### src/rtl/fifo_stream_drain.sv
// Drains a first-word-fall-through-less FIFO (data one cycle after read) into a
// valid/ready stream through a 2-entry skid buffer, counting handed-off and dropped words.
module fifo_stream_drain #(
  parameter int FIFO_WIDTH = 16,
  parameter int CNT_WIDTH  = 16
) (
  input  logic                  clk,
  input  logic                  rst_n,
  input  logic                  fifo_empty,
  output logic                  fifo_rd_en,
  input  logic [FIFO_WIDTH-1:0] fifo_data_out,
  input  logic                  fifo_underflow,
  output logic [FIFO_WIDTH-1:0] m_data,
  output logic                  m_valid,
  input  logic                  m_ready,
  output logic [CNT_WIDTH-1:0]  words_out,
  output logic [7:0]            drop_cnt
);

  logic [1:0]            count_reg, count_next;
  logic                  inflight_reg;
  logic [FIFO_WIDTH-1:0] head_reg, head_next;
  logic [FIFO_WIDTH-1:0] tail_reg, tail_next;
  logic [CNT_WIDTH-1:0]  words_reg;
  logic [7:0]            drop_reg;
  logic                  pop;
  logic                  capture;
  logic                  drop;
  logic                  room;

  assign m_valid   = (count_reg != 2'd0);
  assign m_data    = head_reg;
  assign words_out = words_reg;
  assign drop_cnt  = drop_reg;

  assign pop     = m_valid && m_ready;
  assign capture = inflight_reg && !fifo_underflow;
  assign drop    = inflight_reg && fifo_underflow;

  // Buffered plus in-flight words never exceed two, so a read is only issued
  // when a slot is guaranteed free by the time its data arrives.
  assign room       = ({1'b0, count_reg} + {2'b00, inflight_reg}) < 3'd2;
  assign fifo_rd_en = rst_n && !fifo_empty && (room || pop);

  always_comb begin
    head_next  = head_reg;
    tail_next  = tail_reg;
    count_next = count_reg;
    case ({capture, pop})
      2'b11: begin
        if (count_reg == 2'd1) begin
          head_next = fifo_data_out;
        end else begin
          head_next = tail_reg;
          tail_next = fifo_data_out;
        end
      end
      2'b01: begin
        head_next  = tail_reg;
        count_next = count_reg - 2'd1;
      end
      2'b10: begin
        if (count_reg == 2'd0) begin
          head_next = fifo_data_out;
        end else begin
          tail_next = fifo_data_out;
        end
        count_next = count_reg + 2'd1;
      end
      default: begin
        head_next  = head_reg;
        tail_next  = tail_reg;
        count_next = count_reg;
      end
    endcase
  end

  always_ff @(posedge clk or negedge rst_n) begin
    if (!rst_n) begin
      count_reg    <= 2'd0;
      inflight_reg <= 1'b0;
      head_reg     <= '0;
      tail_reg     <= '0;
      words_reg    <= '0;
      drop_reg     <= 8'd0;
    end else begin
      count_reg    <= count_next;
      inflight_reg <= fifo_rd_en;
      head_reg     <= head_next;
      tail_reg     <= tail_next;
      if (pop) begin
        words_reg <= words_reg + 1'b1;
      end
      if (drop && (drop_reg != 8'hFF)) begin
        drop_reg <= drop_reg + 8'd1;
      end
    end
  end

endmodule
### config.mk
export PLATFORM = sky130hd
export DESIGN_NAME = fifo_stream_drain
export DESIGN_NICKNAME = d
export VERILOG_FILES = /design/src/rtl/fifo_stream_drain.sv
export SDC_FILE = /design/constraint.sdc
export NUM_CORES = 1
export LEC_CHECK = 0
export ABC_AREA = 1
export CAP_MARGIN = 10
export CORE_MARGIN = 2
export CORE_UTILIZATION = 40
export DETAILED_ROUTE_END_ITERATION = 12
export GPL_ROUTABILITY_DRIVEN = 0
export HOLD_SLACK_MARGIN = 0.1
export SLEW_MARGIN = 20
export SYNTH_ARGS = -nofsm -noshare
export SYNTH_HDL_FRONTEND = slang
export SYNTH_SLANG_ARGS = --single-unit
### constraint.sdc
create_clock -name clk -period 5.1 [get_ports clk]
set_input_delay 0.51 -clock clk [delete_from_list [all_inputs] [get_ports clk]]
set_output_delay 0.51 -clock clk [all_outputs]
set_load 0.05 [all_outputs]
; After elaboration in Yosys (flattened, before gate mapping)
; Index checks and enable logic that the tools add are counted.
[word_totals]
reg_bits = 59
input_bits = 21
output_inout_bits = 42
elab_cells = 43
[classes]
add_sub_neg = 5
magnitude_cmp = 1
eq_ne = 8
muxes = 7
n_reduce_logical = 16
[ops]
columns = cell, count
row1 = $mux W16, 4
row2 = $pmux W16 S3, 1
row3 = $pmux W16 S2, 1
row4 = $add A16 B1 Y16 const B, 1
row5 = $add A8 B1 Y8 const B, 1
row6 = $ne A8 B8 Y1 const B, 1
row7 = $logic_and A1 B1 Y1, 6
row8 = $ne A2 B2 Y1 const B, 3
row9 = $reduce_bool A2 Y1, 3
row10 = $eq A2 B1 Y1 const B, 2
row11 = $eq A2 B2 Y1 const B, 2
row12 = $pmux W2 S2, 1
row13 = $add A2 B1 Y3, 1
row14 = $lt A3 B2 Y1 const B, 1
row15 = $reduce_and A3 Y1, 1
row16 = $reduce_bool A3 Y1, 1
row17 = $add A2 B1 Y2 const B, 1
row18 = $logic_not A1 Y1, 2
row19 = $logic_not A2 Y1, 1
row20 = $reduce_and A2 Y1, 1
row21 = $sub A2 B1 Y2 const B, 1
row22 = $logic_or A1 B1 Y1, 1

; Longest topological paths before layout
; Gate-level depths: netlist of the first run.
[logic_depth]
ltp_word = 5
ltp_mapped = 12
ltp_nobuf = 11

; Worst setup path after synthesis of the first run
; OpenSTA, ideal clock, no wires.
[synth_path]
kind = register to output
from = register count_reg[0]
to = output fifo_rd_en
arrival_time_ns = 1.837
required_time_ns = 4.590
path_slack_ns = 2.753
stages_incl_launch_ff = 8
path_buffers = 0
cell_sequence = dfrtp_1 -> inv_1 -> ha_1 -> inv_2 -> nand2_8 -> nand2_1 -> nand2_1 -> nor2_1
[synth_via]
elab_chain_cells = 4
elab_cells_between_ends = 6
classes_between = add/sub: 1 / order compare: 1 / reduce/logical: 4
[synth_lines]
columns = element, line
row1 = start: declaration, 20  ; logic [1:0] count_reg, count_next;
row2 = start signal: assignment, 87  ; count_reg <= count_next;
row3 = $reduce_bool A2 Y1, 31  ; assign m_valid = (count_reg != 2'd0);
row4 = named net m_valid, 14  ; output logic m_valid,
row5 = $logic_and A1 B1 Y1, 36  ; assign pop = m_valid && m_ready;
row6 = $logic_or A1 B1 Y1, 43  ; assign fifo_rd_en = rst_n && !fifo_empty && (room || pop);
row7 = $logic_and A1 B1 Y1, 43
row8 = end: declaration, 10  ; output logic fifo_rd_en,
; The timed path passes the listed nets, and every way through them passes these cells.

; Worst setup path in the final report of the first run
[layout_path]
from = register count_reg[0]
to = output fifo_rd_en
[layout_via]
elab_chain_cells = 4
elab_cells_between_ends = 6
classes_between = add/sub: 1 / order compare: 1 / reduce/logical: 4
[layout_lines]
columns = element, line
row1 = $add A2 B1 Y3 or $reduce_bool A2 Y1 (tied branches), "42, 31"
row2 = $lt A3 B2 Y1 or $logic_and A1 B1 Y1 (tied branches), "42, 36"
row3 = $logic_or A1 B1 Y1 (*), 43
row4 = $logic_and A1 B1 Y1 (*), 43
; Every way passes the cells marked *; elsewhere a longest branch is shown, timed or not.

==> results of run 1 <==
-- layer usage --
layer / wire [um] / up-vias
li1: - / 1407
met1: 3520 / 1239
met2: 3280 / 55
met3: 280 / 7
met4: 97 / 0
met5: 0 / -
-- synthesized netlist by cell type, types with 2 or more instances --
master    instances  area, sq um
nor2_2            4         25.0
buf_2             5         25.0
clkbuf_1          7         26.3
nand2_4           2         22.5
nor2_4            2         22.5
nand3_1          12         60.1
inv_2             5         18.8
nand3b_1          2         15.0
xor2_1           10         87.6
nor2_1           33          124
nand4_1           2         12.5
ha_1              8          100
o21ai_1           4         20.0
inv_1            41          154
nand2_1         107          402
xnor2_1           4         35.0
a21oi_1          16         80.1
a31oi_1          16          100
o21ai_0          50          250
nand2_2           2         12.5
buf_6             2         22.5
dfrtp_1          59         1480
-- power breakdown --
part	internal [uW]	total (uW)	leakage [uW]	switching (uW)
Sequential	645	788	0.000725	143
Combinational	403	1210	0.00107	809
Clock	272	464	0.000110	192
Total	1320	2470	0.00191	1140
-- worst min-delay path by stage --
| stage | start | end | slack, ns | cells after the start |
|---|---|---|---|---|
| 6_report | rst_n | words_out[13]$_DFFE_PN0N_ | 0.40 | 2 |
| 5_1_grt | rst_n | inflight_reg$_DFF_PN0_ | 0.46 | 3 |
| 4_1_cts | rst_n | words_out[13]$_DFFE_PN0N_ | 0.41 | 2 |
| 3_5_place_dp | count_reg[1]$_DFFE_PN0N_ | count_reg[1]$_DFFE_PN0N_ | 0.48 | 2 |
| 3_3_place_gp | count_reg[1]$_DFFE_PN0N_ | count_reg[1]$_DFFE_PN0N_ | 0.48 | 2 |
| 2_1_floorplan | rst_n | count_reg[0]$_DFFE_PN0N_ | 0.21 | 0 |
-- cell type report --
type	count	area, sq um
Inverter	47	178
Sequential cell	59	1480
Fill cell	724	3640
Multi-Input combinational cell	281	1480
Timing Repair Buffer	63	623
Clock buffer	10	128
Tap cell	102	128
Clock inverter	6	80.1
-- cell families after synthesis --
| family | after synthesis | synth area share, % |
|---|---|---|
| adders and majority gates | 8 | 3.13 |
| xor gates and xnor gates | 15 | 4.34 |
| AOI/OAI and AO/OA | 88 | 15.0 |
| and+or+nand+nor | 170 | 23.4 |
| buffers and inverters | 62 | 8.01 |
| DFF | 59 | 46.1 |
-- layout by cell type (no fill, tap or decap), drive strengths merged, types with 4 or more instances in the layout --
| cell | n |
|---|---|
| o21ai | 55 |
| clkinv | 5 |
| xor2 | 11 |
| nor2 | 40 |
| nand2 | 112 |
| dfrtp | 59 |
| clkdlybuf4s50 | 61 |
| a31oi | 16 |
| ha | 8 |
| inv | 46 |
| xnor2 | 4 |
| nand3 | 13 |
| a21oi | 16 |
| clkbuf | 10 |
-- per-stage QoR --
stage	cell area (sq um)	hold WS, ns	setup WS (ns)	util (%)
after floorplan	3200	0.214	2.75	-
after global placement	3870	0.478	2.35	50.1
after detailed placement	3870	0.479	2.31	50.1
after CTS	4080	0.411	2.21	52.8
after global routing	4090	0.457	2.10	52.9
final	4090	0.395	2.25	52.9
==> metrics.yaml, run 1 <==
status:
  status: "completed"
cells_and_area:
  finalNetCount: 490
  drive_gt1_share_pct: 8.37
  layout.cells.non_filler: 568
  diodes: 0
  syn_to_final_growth_pct: 27.7
route:
  wl_per_cell_um: 12.6
  wirelength_mm: 7.18
  ant_nets: 0
  route.detailed.drc: 0
  dr.pass1.iters: 4
  first_iter_violations: 130
  via_per_inst: 4.77
  vias: 2708
worst_setup_path:
  setup.worst_path.end: "fifo_rd_en"
  startpoint_type: "register"
  cp_data_required_time_ns: 4.59
  crit_fanout: 10
  critPathBufInv: 3
  cp-startpoint: "count_reg[0]$_DFFE_PN0N_"
  path_class: "reg -> out"
  arrival_ns: 2.34
  reg2reg_to: "m_data[3]$_DFFE_PN0P_"
  crit_path_end_kind: "primary output"
  path_depth: 8
  critical_path.cell_chain: "inv_1 -> ha_1 -> inv_2 -> nand2_8 -> nand2_1 -> nand2_1 -> nor2_1 -> clkdlybuf4s50_1"
  r2r-start: "count_reg[0]$_DFFE_PN0N_"
  crit_family: "buffers and inverters"
  r2r_slack_ns: 2.80
  r2r.worst_path.cells: 10
  slowest_stage: "clkdlybuf4s50_1"
  crit_top_cell: "nand2_1"
  slowest_delay_ns: 0.82
global_route:
  grt_util_met2_pct: 27.6
  track_usage_pct: 17.8
  grt_overflow: 0
  grt_busiest_layer: "met2"
  grt.met1_usage_pct: 24.1
  grt_max_degree: 60
  antenna_found_initial: 0
  grt_pass1_vias: 2551
  grt_first_pass_wirelength_mm: 12.2
  gr-usage-met3_pct: 3.71
sta:
  tightest_slew_ns: 1.05
  setup_viol: 0
  min_period_ns: 2.85
  finalMaxSlewViolations: 0
  fmaxAchievable_mhz: 351
  fin_crit_sh_pct: 55.9
  fin_worst_skew_ns: 0.0117
  grt_setup_unrepaired: "false"
  finalHoldViolCount: 0
  tns_ns: 0
  relSlewSlack_pct: 29.7
floorplanning:
  initial_core_util_pct: 41.4
  dieWidth_um: 93.5
  die_h_um: 93.5
  num_io_pins: 63
  coreArea_sq_um: 7730
  die-area_sq_um: 8740
  rows: 32
clocking:
  postCtsHoldBufs: 0
  cts_root_buf: "clkbuf_8"
  clk_latency_ns: 0.34
  clk_pin_slew_ns: 0.08
  clk_path_buf_depth: 2
  cts_buffers: 9
  cts_resized: 0
  post-cts-setup-buffers: 0
  cts_tree: "done"
  clock_sinks: 59
  cts.htree.levels: 3
pwr:
  p_leak_uw: 0.00191
  cellPowerDensity_nw_per_um2: 603
  p_total_uw: 2470
  ir_worst_vdd_mv: 0.349
logic_synthesis:
  synth-edff-count: 0
  postSynth.asyncResetShare_pct: 100
  ys_seq_area_share_pct: 46.1
  synth_cells: 402
  yosys.cell_types.count: 31
  synthFlopType: "dfrtp_1"
  synth_area_sq_um: 3200
  syn_nets: 431
  yosysWarningCount: 0
  syn_area_per_cell_sq_um: 7.96
  synth_seq_cells: 59
place:
  portBuffers: 62
  place_inst: 552
  dp_hpwl_mm: 4.77
run:
  drv_cap: 0
worst_hold_path:
  hp-class: "in -> async"
No activity file was read; power rests on OpenSTA's default activity.
==> run 2: changes to the inputs <==
- clock period: 5.1 -> 2.74 ns (I/O delays scaled with it)
==> metrics.yaml, run 2 (synthesized netlist as in run 1, its figures left out) <==
floorplanning:
  rows: 32
  initial_core_util_pct: 41.4
  dieWidth_um: 93.5
  die_h_um: 93.5
  num_io_pins: 63
  die-area_sq_um: 8740
  coreArea_sq_um: 7730
clocking:
  post-cts-setup-buffers: 0
  cts.htree.levels: 3
  cts_buffers: 9
  cts_tree: "done"
  clk_path_buf_depth: 2
  cts_root_buf: "clkbuf_8"
  clk_latency_ns: 0.33
  clock_sinks: 59
  clk_pin_slew_ns: 0.07
pwr:
  cellPowerDensity_nw_per_um2: 1120
  p_sw_uw: 2120
  clkPwrFrac_pct: 18.6
  ir_worst_vdd_mv: 0.607
  internal-power_uw: 2480
  power_frac_comb_pct: 49.6
  p_leak_uw: 0.00194
  seqPwrFrac_pct: 31.7
  swShare_pct: 46.2
route:
  route.detailed.drc: 0
  wl_met2_mm: 3.31
  dr.pass1.iters: 4
  highest_layer: "met4"
  wirelength_mm: 7.16
  vias: 2792
  ant_nets: 0
  wl_met1_mm: 3.41
  via_per_inst: 4.88
  met3WireLength_um: 338
  first_iter_violations: 154
  wl_per_cell_um: 12.5
sta:
  tightest_slew_ns: 0.770
  fin_crit_sh_pct: 83.3
  min_period_ns: 2.28
  timing.final.ws_setup_ns: 0.457
  relSlewSlack_pct: 48.6
  setup_viol: 0
  fmaxAchievable_mhz: 438
  finalHoldViolCount: 0
  tns_ns: 0
  fin_worst_skew_ns: 0.00976
  grt_setup_unrepaired: "false"
  finalMaxSlewViolations: 0
worst_setup_path:
  crit_path_end_kind: "primary output"
  startpoint_type: "register"
  path_class: "reg -> out"
  cp_data_required_time_ns: 2.47
  arrival_ns: 2.01
  crit_fanout: 3
global_route:
  grt_overflow: 0
  track_usage_pct: 17.5
  grt_first_pass_wirelength_mm: 12.0
  grt_pass1_vias: 2506
  antenna_found_initial: 0
  grt_max_degree: 60
cells_and_area:
  most-common-layout-cells: "107 x nand2_1, 60 x clkdlybuf4s50_1, 59 x dfrtp_1"
  layout.cells.non_filler: 572
  finalNetCount: 494
  syn_to_final_growth_pct: 28.5
  area.sequential_sq_um: 1480
  drive_gt1_share_pct: 9.15
  nFillCells: 755
  final_common_cell: "nand2_1"
  multi_input_area_sq_um: 1470
  diodes: 0
  fin_area_sq_um: 4110
  postLayoutCoreUtil_pct: 53.2
place:
  dp_hpwl_mm: 4.88
  place_inst: 556
  portBuffers: 62
  place_worst_setup_slack_ns: 0.448
  detailed_place.area_sq_um: 3900
status:
  status: "completed"
worst_hold_path:
  hp-class: "in -> async"
run:
  drv_cap: 0
## run 2: cell count changes in the layout (fill, tap and decap cells not counted)
| cell | delta |
|---|---|
| clkdlybuf4s50_1 | -1 |
| o211ai_4 | -1 |
| dlymetal6s2s_1 | +1 |
| o211ai_2 | +1 |
| buf_4 | +4 |
## run 2: per-layer routing
| metal | track usage [%] | vias up |
|---|---|---|
| met5 | 0 | - |
| li1 | - | 1412 |
| met2 | 26.2 | 79 |
| met3 | 3.38 | 9 |
| met1 | 24.8 | 1292 |
| met4 | 7.11 | 0 |
## run 2: power by group through the flow
| stage | clock [uW] | combinational [uW] | sequential [uW] |
|---|---|---|---|
| after global routing | 918 | 2490 | 1510 |
| after global placement | 0 | 2260 | 1470 |
| after floorplan | 0 | 977 | 2100 |
| final | 857 | 2280 | 1460 |
| after detailed placement | 0 | 2300 | 1470 |
| after CTS | 877 | 2300 | 1460 |
## run 2: final timing paths
| check | start | cells past startpoint | to | slack, ns |
|---|---|---|---|---|
| setup / recovery | count_reg[0]$_DFFE_PN0N_ | 4 | m_valid | 0.46 |
| hold reg to reg | count_reg[1]$_DFFE_PN0N_ | 2 | count_reg[1]$_DFFE_PN0N_ | 0.51 |
| min in group clk | rst_n | 3 | inflight_reg$_DFF_PN0_ | 0.21 |
| hold / removal | rst_n | 2 | words_out[13]$_DFFE_PN0N_ | 0.15 |
| setup reg to reg | count_reg[0]$_DFFE_PN0N_ | 10 | m_data[9]$_DFFE_PN0P_ | 0.47 |
| max in group asynchronous | rst_n | 2 | m_data[10]$_DFFE_PN0P_ | 2.07 |
## run 2: through the flow
| stage | hold WS, ns | power, uW |
|---|---|---|
| after floorplan | -0.0216 | 3080 |
| after global placement | 0.480 | 3730 |
| after detailed placement | 0.482 | 3770 |
| after CTS | 0.189 | 4640 |
| after global routing | 0.205 | 4920 |
| final | 0.153 | 4600 |
## run 2: worst max-delay path: stages (launching register included)
cell,delay [ns]
dfrtp_1,0.39
inv_1,0.09
ha_1,0.23
inv_2,0.14
clkdlybuf4s50_1,0.83
## run 2: layout make-up
class / instances / share of cell area [%]
Sequential cell: 59 / 35.9
Multi-Input combinational cell: 281 / 35.7
Timing Repair Buffer: 67 / 15.9
Inverter: 47 / 4.32
Clock buffer: 10 / 3.10
Tap cell: 102 / 3.10
Clock inverter: 6 / 1.95
## run 2: what timing repair did
| action | CTS | global route |
|---|---|---|
| hold buffers | 0 | 0 |
| setup endpoints to repair | 0 | 1 |
| gates resized for setup | 0 | 1 |
==> run 3: changes to the inputs <==
- PLACE_DENSITY: unset -> 0.67
- clock period: 2.74 -> 2.05 ns (I/O delays scaled with it)
==> metrics.yaml, run 3 (synthesized netlist as in run 1, its figures left out) <==
status:
  status: "completed"
cells_and_area:
  postLayoutCoreUtil_pct: 55.0
  nFillCells: 699
  finalNetCount: 503
  fin_area_sq_um: 4250
  diodes: 0
  drive_gt1_share_pct: 11.9
  layout.cells.non_filler: 581
  most-common-layout-cells: "107 x nand2_1, 59 x dfrtp_1, 59 x clkdlybuf4s50_1"
  final_common_cell: "nand2_1"
  syn_to_final_growth_pct: 32.6
route:
  wirelength_mm: 7.15
  dr.pass1.iters: 4
  ant_nets: 0
  first_iter_violations: 184
  vias: 2795
  wl_per_cell_um: 12.3
  via_per_inst: 4.81
  route.detailed.drc: 0
sta:
  fin_worst_skew_ns: 0.00756
  tns_ns: 0
  finalHoldViolCount: 0
  holdWs_ns: 0.468
  fmaxAchievable_mhz: 516
  min_period_ns: 1.94
  fin_crit_sh_pct: 94.5
  finalMaxSlewViolations: 0
  grt_setup_unrepaired: "true"
  relSlewSlack_pct: 49.2
  setup_viol: 0
  tightest_slew_ns: 0.762
floorplanning:
  num_io_pins: 63
  dieWidth_um: 93.5
  rows: 32
  initial_core_util_pct: 41.4
  coreArea_sq_um: 7730
  die_h_um: 93.5
  die-area_sq_um: 8740
clocking:
  clk_pin_slew_ns: 0.07
  clk_path_buf_depth: 2
  clock_sinks: 59
  clk_latency_ns: 0.34
  cts_tree: "done"
  cts_buffers: 9
  cts_root_buf: "clkbuf_8"
  cts.htree.levels: 3
global_route:
  grt_first_pass_wirelength_mm: 12.1
  grt_pass1_vias: 2580
  track_usage_pct: 17.6
  grt_max_degree: 60
  antenna_found_initial: 0
  grt_overflow: 0
pwr:
  p_leak_uw: 0.00197
  cellPowerDensity_nw_per_um2: 1470
  ir_worst_vdd_mv: 0.753
place:
  dp_hpwl_mm: 4.90
  place_inst: 559
  portBuffers: 62
  detailed_place.area_sq_um: 3970
worst_setup_path:
  crit_fanout: 8
  startpoint_type: "register"
  path_class: "reg -> out"
  arrival_ns: 1.73
  cp_data_required_time_ns: 1.85
  crit_path_end_kind: "primary output"
worst_hold_path:
  hp-class: "in -> reg"
run:
  drv_cap: 0
[run 3: final cells by class]
class	count	area, sq um	share of cell area [%]
Multi-Input combinational cell	281	1490	35.1
Sequential cell	59	1480	34.8
Timing Repair Buffer	76	768	18.1
Inverter	47	180	4.24
Clock buffer	10	138	3.24
Tap cell	102	128	3.01
Clock inverter	6	65.1	1.53
[run 3: stage by stage]
step,total power [uW],setup slack (ns)
3_5_place_dp,5140,0.0906
6_report,6250,0.113
2_1_floorplan,4130,0.0194
3_3_place_gp,5070,0.154
5_1_grt,6670,-0.0284
4_1_cts,6270,0.0295
[run 3: worst paths after layout]
kind,to,slack [ns],depth (start not counted),startpoint
max in group asynchronous,words_out[14]$_DFFE_PN0N_,0.96,3,rst_n
worst max-delay path,fifo_rd_en,0.11,9,count_reg[0]$_DFFE_PN0N_
min in group asynchronous,inflight_reg$_DFF_PN0_,0.55,3,rst_n
worst max register to register,m_data[5]$_DFFE_PN0P_,0.15,11,count_reg[0]$_DFFE_PN0N_
worst min-delay path,tail_reg[3]$_DFFE_PN0P_,0.47,3,fifo_data_out[3]
worst min register to register,count_reg[1]$_DFFE_PN0N_,0.49,2,count_reg[1]$_DFFE_PN0N_
[run 3: where the power goes]
| group | internal (uW) | switching [uW] | leakage, uW |
|---|---|---|---|
| sequential | 1600 | 342 | 0.000725 |
| combinational | 1150 | 2070 | 0.00115 |
| clock | 591 | 495 | 0.0000905 |
| total | 3350 | 2900 | 0.00197 |
[run 3: critical path, stage by stage, from the launching register on]
cell,delay (ns)
dfrtp_1,0.36
inv_1,0.08
ha_2,0.21
inv_4,0.10
nand2_8,0.05
buf_4,0.18
nand2_1,0.08
nand2_1,0.07
nor2_4,0.11
buf_12,0.14
[run 3: timing repair]
action / CTS / global route
buffers inserted: 4 / 1
endpoints found under the setup margin: 1 / 15
resized for setup: 1 / 6
hold buffers: 1 / 0
hold endpoints to repair: 59 / 0
pin swaps: 1 / 1
[run 3: routing by layer]
layer	global-route usage, %	vias to the layer above	wire length (um)	part of all wire, %
met5	0	-	0	0
met2	28.6	58	3480	49
li1	-	1431	-	-
met1	22.9	1300	3280	46
met4	5.15	0	85	1.2
met3	5.16	6	309	4.3
